## config.mk

```make
export PLATFORM = sky130hd
export DESIGN_NAME = srgl_match_ctrl
export DESIGN_NICKNAME = d
export VERILOG_FILES = /design/src/rtl/srgl_pkg.sv /design/src/rtl/srgl_match_ctrl_sad_acc.sv /design/src/rtl/srgl_match_ctrl.sv
export SDC_FILE = /design/constraint.sdc
export NUM_CORES = 1
export LEC_CHECK = 0
export ABC_AREA = 1
export BUFFER_PORTS_ARGS = -buffer_cell sky130_fd_sc_hd__buf_2
export CORE_MARGIN = 2
export CORE_UTILIZATION = 38
export DETAILED_ROUTE_END_ITERATION = 10
export PLACE_DENSITY = 0.6
export REMOVE_ABC_BUFFERS = 1
export SYNTH_ARGS = -nofsm -noshare
export SYNTH_HDL_FRONTEND = slang
export SYNTH_SLANG_ARGS = --single-unit
export TNS_END_PERCENT = 50
```

## constraint.sdc

```tcl
create_clock -name clk -period 3.7 [get_ports clk]
set_input_delay 0.555 -clock clk [delete_from_list [all_inputs] [get_ports clk]]
set_output_delay 0.555 -clock clk [all_outputs]
set_load 0.005 [all_outputs]
```

## src/rtl/srgl_pkg.sv

```systemverilog
// srgl_pkg -- shared types and constants for the gesture-matching sequencer.
//   srgl_state_e : sequencer states
//   TPL_LETTER   : ASCII letter assigned to each stored movement template
//   ASCII_*      : letter codes shared with the LDR decoder
//   *_DEF        : default template count, samples per template, sample width
package srgl_pkg;

  localparam int N_TPL_DEF  = 10;
  localparam int N_SAMP_DEF = 30;
  localparam int DW_DEF     = 32;

  typedef enum logic [2:0] {
    ST_IDLE,
    ST_ACC,
    ST_CMP,
    ST_DECIDE,
    ST_OUT
  } srgl_state_e;

  localparam logic [7:0] ASCII_A = 8'h41;
  localparam logic [7:0] ASCII_G = 8'h47;
  localparam logic [7:0] ASCII_H = 8'h48;
  localparam logic [7:0] ASCII_J = 8'h4A;
  localparam logic [7:0] ASCII_K = 8'h4B;
  localparam logic [7:0] ASCII_P = 8'h50;
  localparam logic [7:0] ASCII_Q = 8'h51;
  localparam logic [7:0] ASCII_S = 8'h53;
  localparam logic [7:0] ASCII_W = 8'h57;
  localparam logic [7:0] ASCII_X = 8'h58;
  localparam logic [7:0] ASCII_Y = 8'h59;
  localparam logic [7:0] ASCII_Z = 8'h5A;

  // Letters that need a movement to be signed; index = template number.
  localparam logic [7:0] TPL_LETTER [N_TPL_DEF] = '{
    ASCII_J, ASCII_Z, ASCII_H, ASCII_K, ASCII_X,
    ASCII_Y, ASCII_Q, ASCII_P, ASCII_G, ASCII_W
  };

endpackage

```

## src/rtl/srgl_match_ctrl_sad_acc.sv

```systemverilog
// srgl_sad_acc -- signed abs-difference, saturating accumulator.
// Ports:
//   clk, reset   : clock, asynchronous active-high reset (clears the sum)
//   clr_i        : synchronous clear, wins over en_i
//   en_i         : add |a_i - b_i| to the running sum
//   a_i, b_i     : signed samples, DW bits
//   sad_o        : running sum, ACC_W bits, saturates at all-ones
module srgl_sad_acc
  import srgl_pkg::*;
#(
  parameter int DW    = DW_DEF,
  parameter int ACC_W = 40
) (
  input  logic                 clk,
  input  logic                 reset,
  input  logic                 clr_i,
  input  logic                 en_i,
  input  logic signed [DW-1:0] a_i,
  input  logic signed [DW-1:0] b_i,
  output logic [ACC_W-1:0]     sad_o
);

  logic [ACC_W-1:0] acc_q, acc_d;
  logic [DW:0]      diff;
  logic [DW:0]      mag;
  logic [ACC_W:0]   sum;

  // Sign-extend by one bit so the difference of any two samples cannot wrap.
  always_comb begin
    diff = {a_i[DW-1], a_i} - {b_i[DW-1], b_i};
    mag  = diff[DW] ? (~diff + 1'b1) : diff;
    sum  = {1'b0, acc_q} + (ACC_W+1)'(mag);
    acc_d = acc_q;
    if (clr_i)
      acc_d = '0;
    else if (en_i)
      acc_d = sum[ACC_W] ? '1 : sum[ACC_W-1:0];
  end

  always_ff @(posedge clk or posedge reset) begin
    if (reset) acc_q <= '0;
    else       acc_q <= acc_d;
  end

  assign sad_o = acc_q;

endmodule

```

## src/rtl/srgl_match_ctrl.sv

```systemverilog
// srgl_match_ctrl -- gesture template matching sequencer.
// Walks every template, streams the capture buffer and template ROM through
// one abs-difference accumulator, keeps the closest template, then presents
// either the matched dynamic letter or the static LDR letter on out_*.
// Build option: SRGL_EARLY_ABORT_EN stops reading a template as soon as its
// partial sum can no longer beat the best one found so far.
// Ports:
//   clk, reset                  : clock, async active-high reset
//   start_i, mov_i, letter_base_i : request, movement flag, LDR letter
//   busy_o                      : high outside IDLE
//   samp_rd_en_o/addr_o/data_i  : capture buffer read port (1-cycle latency)
//   tpl_rd_en_o/addr_o/data_i   : template ROM read port (1-cycle latency)
//   out_valid_o/ready_i         : result handshake
//   out_letter_o/matched_o/idx_o: result
//
// state     | meaning
// ----------+-------------------------------------------------------
// ST_IDLE   | waiting for start
// ST_ACC    | reading one template and accumulating its SAD
// ST_CMP    | compare template SAD with best, advance template
// ST_DECIDE | apply threshold, register the result
// ST_OUT    | result valid, waiting for out_ready
module srgl_match_ctrl
  import srgl_pkg::*;
#(
  parameter int          N_TPL   = N_TPL_DEF,
  parameter int          N_SAMP  = N_SAMP_DEF,
  parameter int          DW      = DW_DEF,
  parameter int          ACC_W   = 40,
  parameter logic [31:0] TOL_SUM = 32'd3000,
  localparam int SAW = $clog2(N_SAMP),
  localparam int TAW = $clog2(N_TPL*N_SAMP),
  localparam int IW  = $clog2(N_TPL)
) (
  input  logic                 clk,
  input  logic                 reset,
  input  logic                 start_i,
  input  logic                 mov_i,
  input  logic [7:0]           letter_base_i,
  output logic                 busy_o,
  output logic                 samp_rd_en_o,
  output logic [SAW-1:0]       samp_addr_o,
  input  logic signed [DW-1:0] samp_data_i,
  output logic                 tpl_rd_en_o,
  output logic [TAW-1:0]       tpl_addr_o,
  input  logic signed [DW-1:0] tpl_data_i,
  output logic                 out_valid_o,
  input  logic                 out_ready_i,
  output logic [7:0]           out_letter_o,
  output logic                 out_matched_o,
  output logic [IW-1:0]        out_idx_o
);

  localparam int KW = $clog2(N_SAMP+1);

  srgl_state_e      state_q, state_d;
  logic [KW-1:0]    k_q, k_d;
  logic [IW-1:0]    t_q, t_d;
  logic [TAW-1:0]   base_q, base_d;
  logic             pend_q, pend_d;
  logic             pend_last_q, pend_last_d;
  logic [ACC_W-1:0] best_sad_q, best_sad_d;
  logic [IW-1:0]    best_idx_q, best_idx_d;
  logic             best_vld_q, best_vld_d;
  logic [7:0]       letter_q, letter_d;
  logic [7:0]       out_letter_q, out_letter_d;
  logic             out_matched_q, out_matched_d;
  logic [IW-1:0]    out_idx_q, out_idx_d;

  logic             rd_en;
  logic             acc_clr;
  logic             acc_en;
  logic             abort_c;
  logic [ACC_W-1:0] sad;

  srgl_sad_acc #(.DW(DW), .ACC_W(ACC_W)) u_sad_acc (
    .clk   (clk),
    .reset (reset),
    .clr_i (acc_clr),
    .en_i  (acc_en),
    .a_i   (samp_data_i),
    .b_i   (tpl_data_i),
    .sad_o (sad)
  );

`ifdef SRGL_EARLY_ABORT_EN
  // Once the partial sum reaches the best full sum this template cannot win
  // (ties keep the lower index), so the rest of its reads are wasted.
  assign abort_c = (state_q == ST_ACC) && best_vld_q && (sad >= best_sad_q);
`else
  assign abort_c = 1'b0;
`endif

  always_comb begin
    state_d       = state_q;
    k_d           = k_q;
    t_d           = t_q;
    base_d        = base_q;
    best_sad_d    = best_sad_q;
    best_idx_d    = best_idx_q;
    best_vld_d    = best_vld_q;
    letter_d      = letter_q;
    out_letter_d  = out_letter_q;
    out_matched_d = out_matched_q;
    out_idx_d     = out_idx_q;
    rd_en         = 1'b0;
    acc_clr       = 1'b0;
    acc_en        = 1'b0;

    case (state_q)
      ST_IDLE: begin
        if (start_i) begin
          letter_d   = letter_base_i;
          t_d        = '0;
          k_d        = '0;
          base_d     = '0;
          best_sad_d = '1;
          best_idx_d = '0;
          best_vld_d = 1'b0;
          // The static path goes through DECIDE: best_sad is all-ones there,
          // so the threshold test falls back to the latched letter.
          state_d    = mov_i ? ST_ACC : ST_DECIDE;
        end
      end

      ST_ACC: begin
        rd_en  = (k_q != KW'(N_SAMP)) && !abort_c;
        acc_en = pend_q && !abort_c;
        if (rd_en) k_d = k_q + 1'b1;
        // On abort, wait out the single word still in flight, then compare.
        if ((abort_c && !pend_q) || (!abort_c && pend_last_q))
          state_d = ST_CMP;
      end

      ST_CMP: begin
        acc_clr    = 1'b1;
        best_vld_d = 1'b1;
        if (sad < best_sad_q) begin
          best_sad_d = sad;
          best_idx_d = t_q;
        end
        if (t_q == IW'(N_TPL-1)) begin
          state_d = ST_DECIDE;
        end else begin
          t_d     = t_q + 1'b1;
          k_d     = '0;
          base_d  = base_q + TAW'(N_SAMP);
          state_d = ST_ACC;
        end
      end

      ST_DECIDE: begin
        if (best_sad_q < ACC_W'(TOL_SUM)) begin
          out_letter_d  = TPL_LETTER[best_idx_q];
          out_matched_d = 1'b1;
          out_idx_d     = best_idx_q;
        end else begin
          out_letter_d  = letter_q;
          out_matched_d = 1'b0;
          out_idx_d     = '0;
        end
        state_d = ST_OUT;
      end

      ST_OUT: begin
        if (out_ready_i) state_d = ST_IDLE;
      end

      default: state_d = ST_IDLE;
    endcase

    pend_d      = rd_en;
    pend_last_d = rd_en && (k_q == KW'(N_SAMP-1));
  end

  always_ff @(posedge clk or posedge reset) begin
    if (reset) begin
      state_q       <= ST_IDLE;
      k_q           <= '0;
      t_q           <= '0;
      base_q        <= '0;
      pend_q        <= 1'b0;
      pend_last_q   <= 1'b0;
      best_sad_q    <= '1;
      best_idx_q    <= '0;
      best_vld_q    <= 1'b0;
      letter_q      <= '0;
      out_letter_q  <= '0;
      out_matched_q <= 1'b0;
      out_idx_q     <= '0;
    end else begin
      state_q       <= state_d;
      k_q           <= k_d;
      t_q           <= t_d;
      base_q        <= base_d;
      pend_q        <= pend_d;
      pend_last_q   <= pend_last_d;
      best_sad_q    <= best_sad_d;
      best_idx_q    <= best_idx_d;
      best_vld_q    <= best_vld_d;
      letter_q      <= letter_d;
      out_letter_q  <= out_letter_d;
      out_matched_q <= out_matched_d;
      out_idx_q     <= out_idx_d;
    end
  end

  assign busy_o        = (state_q != ST_IDLE);
  assign samp_rd_en_o  = rd_en;
  assign tpl_rd_en_o   = rd_en;
  assign samp_addr_o   = rd_en ? SAW'(k_q) : '0;
  assign tpl_addr_o    = rd_en ? (base_q + TAW'(k_q)) : '0;
  assign out_valid_o   = (state_q == ST_OUT);
  assign out_letter_o  = out_letter_q;
  assign out_matched_o = out_matched_q;
  assign out_idx_o     = out_idx_q;

endmodule

```

==> flow_summary.toml <==
[sta]
hold_violations = 0
skew_ns = 0.0149
worstMarginPinSlew_ns = 0.851
fmax_ghz = 0.236
slew_headroom_pct = 43.1
period_minus_slack_ns = 4.24
post-route-period-util_pct = 115
worst_slack_ns = -0.542
drv_slew = 0
rsz0062_at_grt = "yes"
setup_viol = 40

[pwr]
p_leak_nw = 9.84
ir_worst_vdd_mv = 0.344
power_density_nw_per_um2 = 726

[logic_synthesis]
ys_ff_latch = 127
synthArstFlopShare_pct = 100
synth_area_per_cell_um2 = 6.32
synth-simple-area-share_pct = 34.9
syn_area_um2 = 13100
yosysSeqAreaShare_pct = 24.7
yosys-top-cells-area = "nand2_1 (19%), dfrtp_1 (17%), ha_1 (12%), inv_1 (9.9%), dfstp_2 (8.0%)"
synth_top_area_cell = "nand2_1"
synth_top_area_share_pct = 18.5
synthCells = 2071
ys.flop_type = "dfrtp_1"
synthXorXnorAreaFrac_pct = 3.28
synth.most_common_cell = "nand2_1"
muxShareOfSynthArea_pct = 0
synth_enable_flop_cells = 0
yosysWarnings = 0
synthAdderAreaFrac_pct = 11.9
synth_top_family_by_area = "simple AND/OR/NAND/NOR gates"
synth_compound_area_share_pct = 13.5
yosysUniqueCellTypes = 54
synth_common_cells = "nand2_1 (645), inv_1 (345), nor2_1 (159)"

[clocking]
cts_tree = "done"
cts_max_level = 4
hold_buffers = 0
insertion_delay_ns = 0.42
cts_root_buf = "clkbuf_16"
cts_buffers = 17
clock_path_buffers = 2
path_clk_slew_ns = 0.07
clock-sinks = 127

[finish]
area_growth_pct = 38.8
fin_area_um2 = 18200
drive_gt1_share_pct = 30.3
fin_util_pct = 53.9
final_net_count = 2684
antennaDiodeCount = 0
fillers = 3321

[die]
initial_core_util_pct = 38.8
rows = 67
core_um2 = 33700
die_area_um2 = 35900
die_x_um = 190
die_h_um = 190
boundaryPins = 108

[global_route]
grt_pass1_vias = 14200
grt_pass1_wl_um = 67200
gr-total-overflow = 0
grt_use_total_pct = 22.7
antenna_found_initial = 0
grt_start_max_net_pins = 54

[placement]
placed_cell_area_um2 = 16200
portBuffers = 107
dp_hpwl_um = 32000
globalplace.congestion = 0.913

[run_status]
violations = "negative setup slack"
outcome = "finished with violations"

[worst_hold_path]
min_path_type = "in -> async"

[run]
maxCapViolations = 0

[worst_setup_path]
cp_max_fo = 5
cp_num_buf_inv = 8
end_kind = "flop"
cpPeakStageDelay_ns = 0.58
critical_path.top_delay_family = "simple AND/OR/NAND/NOR gates"
worstPathRequired_ns = 4.04
start_kind = "input pin"
slowest_stage = "fa_2"
critical_path_class = "in -> reg"
arrival_ns = 4.58

[routing]
drt_iter0_markers = 795
wire_per_inst_um = 14.0
vias_per_cell = 5.00
first_pass_iters = 5
drc = 0
antenna_left = 0
wl_um = 41100
vias = 14700
-- layer usage --
layer  up-vias  part of all wire (%)  track usage [%]  wire, um
met5         -                     0                0         0
met4         0                   3.0             8.14      1230
met3        73                   3.0             2.03      1230
met2       324                    50             42.2     20700
met1      6845                    44             27.1     18000
li1       7494                     -                -         -
-- final cells by class --
class / instances / area (um2) / area share [%]
Sequential cell: 127 / 3230 / 17.8
Timing Repair Buffer: 430 / 3110 / 17.1
Multi-Input combinational cell: 1550 / 9340 / 51.5
Clock inverter: 14 / 131 / 0.723
Tap cell: 448 / 561 / 3.09
Clock buffer: 18 / 429 / 2.36
Inverter: 358 / 1360 / 7.47
-- state kept, by name (all words and copies together), names as in the netlist --
signal           cells
pend_q               1
best_idx_q           4
best_sad_q          40
u_sad_acc.sad_o     40
out_letter_o         8
out_idx_o            4
t_q                  4
letter_q             8
out_matched_o        1
k_q                  5
base_q               8
pend_last_q          1
state_q              3
-- worst reg2reg max path, cell delays in order, from the launching register on --
cell and delay, ns:
dfstp_2 0.53, inv_1 0.05, ha_1 0.30, nand2_1 0.06
o21ai_0 0.23, a31oi_1 0.13, o21ai_0 0.41, a21oi_1 0.20
o21ai_2 0.45, buf_4 0.35, nand3_1 0.12, nand2_1 0.09
-- where the power goes --
group          leakage [nW]  switching, mW  internal [mW]
clock network         0.264          0.671          0.933
registers              1.56          0.654           2.16
logic                  8.02           4.85           3.91
total                  9.84           6.18           7.00
-- cell usage in the layout, fill, tap and decap left out, types with 10 or more instances in the layout --
cell	n
nand3_2	17
o211ai_1	46
nand2_1	595
ha_4	21
buf_4	309
o21ai_0	52
inv_2	20
nor3_1	25
ha_1	91
a21oi_1	78
nand2_2	62
xor2_1	41
dfrtp_1	87
nand3_1	124
o21ai_2	10
nor2_4	17
inv_1	331
nor2_2	27
buf_2	105
clkbuf_16	20
nor2_1	133
nand4_1	27
dfstp_2	40
a21oi_2	25
o21ai_1	34
-- final timing paths --
path	startpoint	end	slack (ns)	cells past startpoint
min in group clk	letter_base_i[6]	letter_q[6]$_DFFE_PP0P_	0.34	3
worst min-delay path	reset	letter_q[5]$_DFFE_PP0P_	0.23	2
max in group asynchronous	reset	best_sad_q[8]$_DFFE_PP1P_	2.63	3
worst max-delay path	samp_data_i[0]	u_sad_acc.sad_o[38]$_DFFE_PP0P_	-0.54	31
worst min register to register	letter_q[0]$_DFFE_PP0P_	letter_q[0]$_DFFE_PP0P_	0.47	2
worst max register to register	best_sad_q[3]$_DFFE_PP1P_	best_sad_q[8]$_DFFE_PP1P_	0.73	11
-- repair_timing --
item | CTS | global route
gates resized for setup | 131 | 139
setup endpoints to repair | 40 | 40
buffers inserted | 13 | 15
gates cloned | 2 | 3
pin swaps | 46 | 57
-- through the flow --
step           power (mW)  setup slack (ns)  setup TNS, ns  hold slack (ns)  std cells
5_1_grt              14.3            -0.749         -26.83            0.268       2945
3_5_place_dp         10.5             -1.22         -44.94            0.460       2880
2_1_floorplan        7.26             -1.05         -48.42            0.437       2033
6_report             13.2            -0.542         -18.36            0.227       2945
4_1_cts              12.7            -0.395         -14.12            0.252       2927
3_3_place_gp         10.3             -1.18         -41.50            0.454       2880
-- kinds of logic after synthesis --
logic type | Yosys count
AO/OA/AOI/OAI | 300
adder cells (fa/ha/maj) | 123
XOR/XNOR | 49
flip-flops | 127
buffers and inverters | 396
AND/OR/NAND/NOR | 1076
Note: power is estimated with default switching activity, not from simulation.
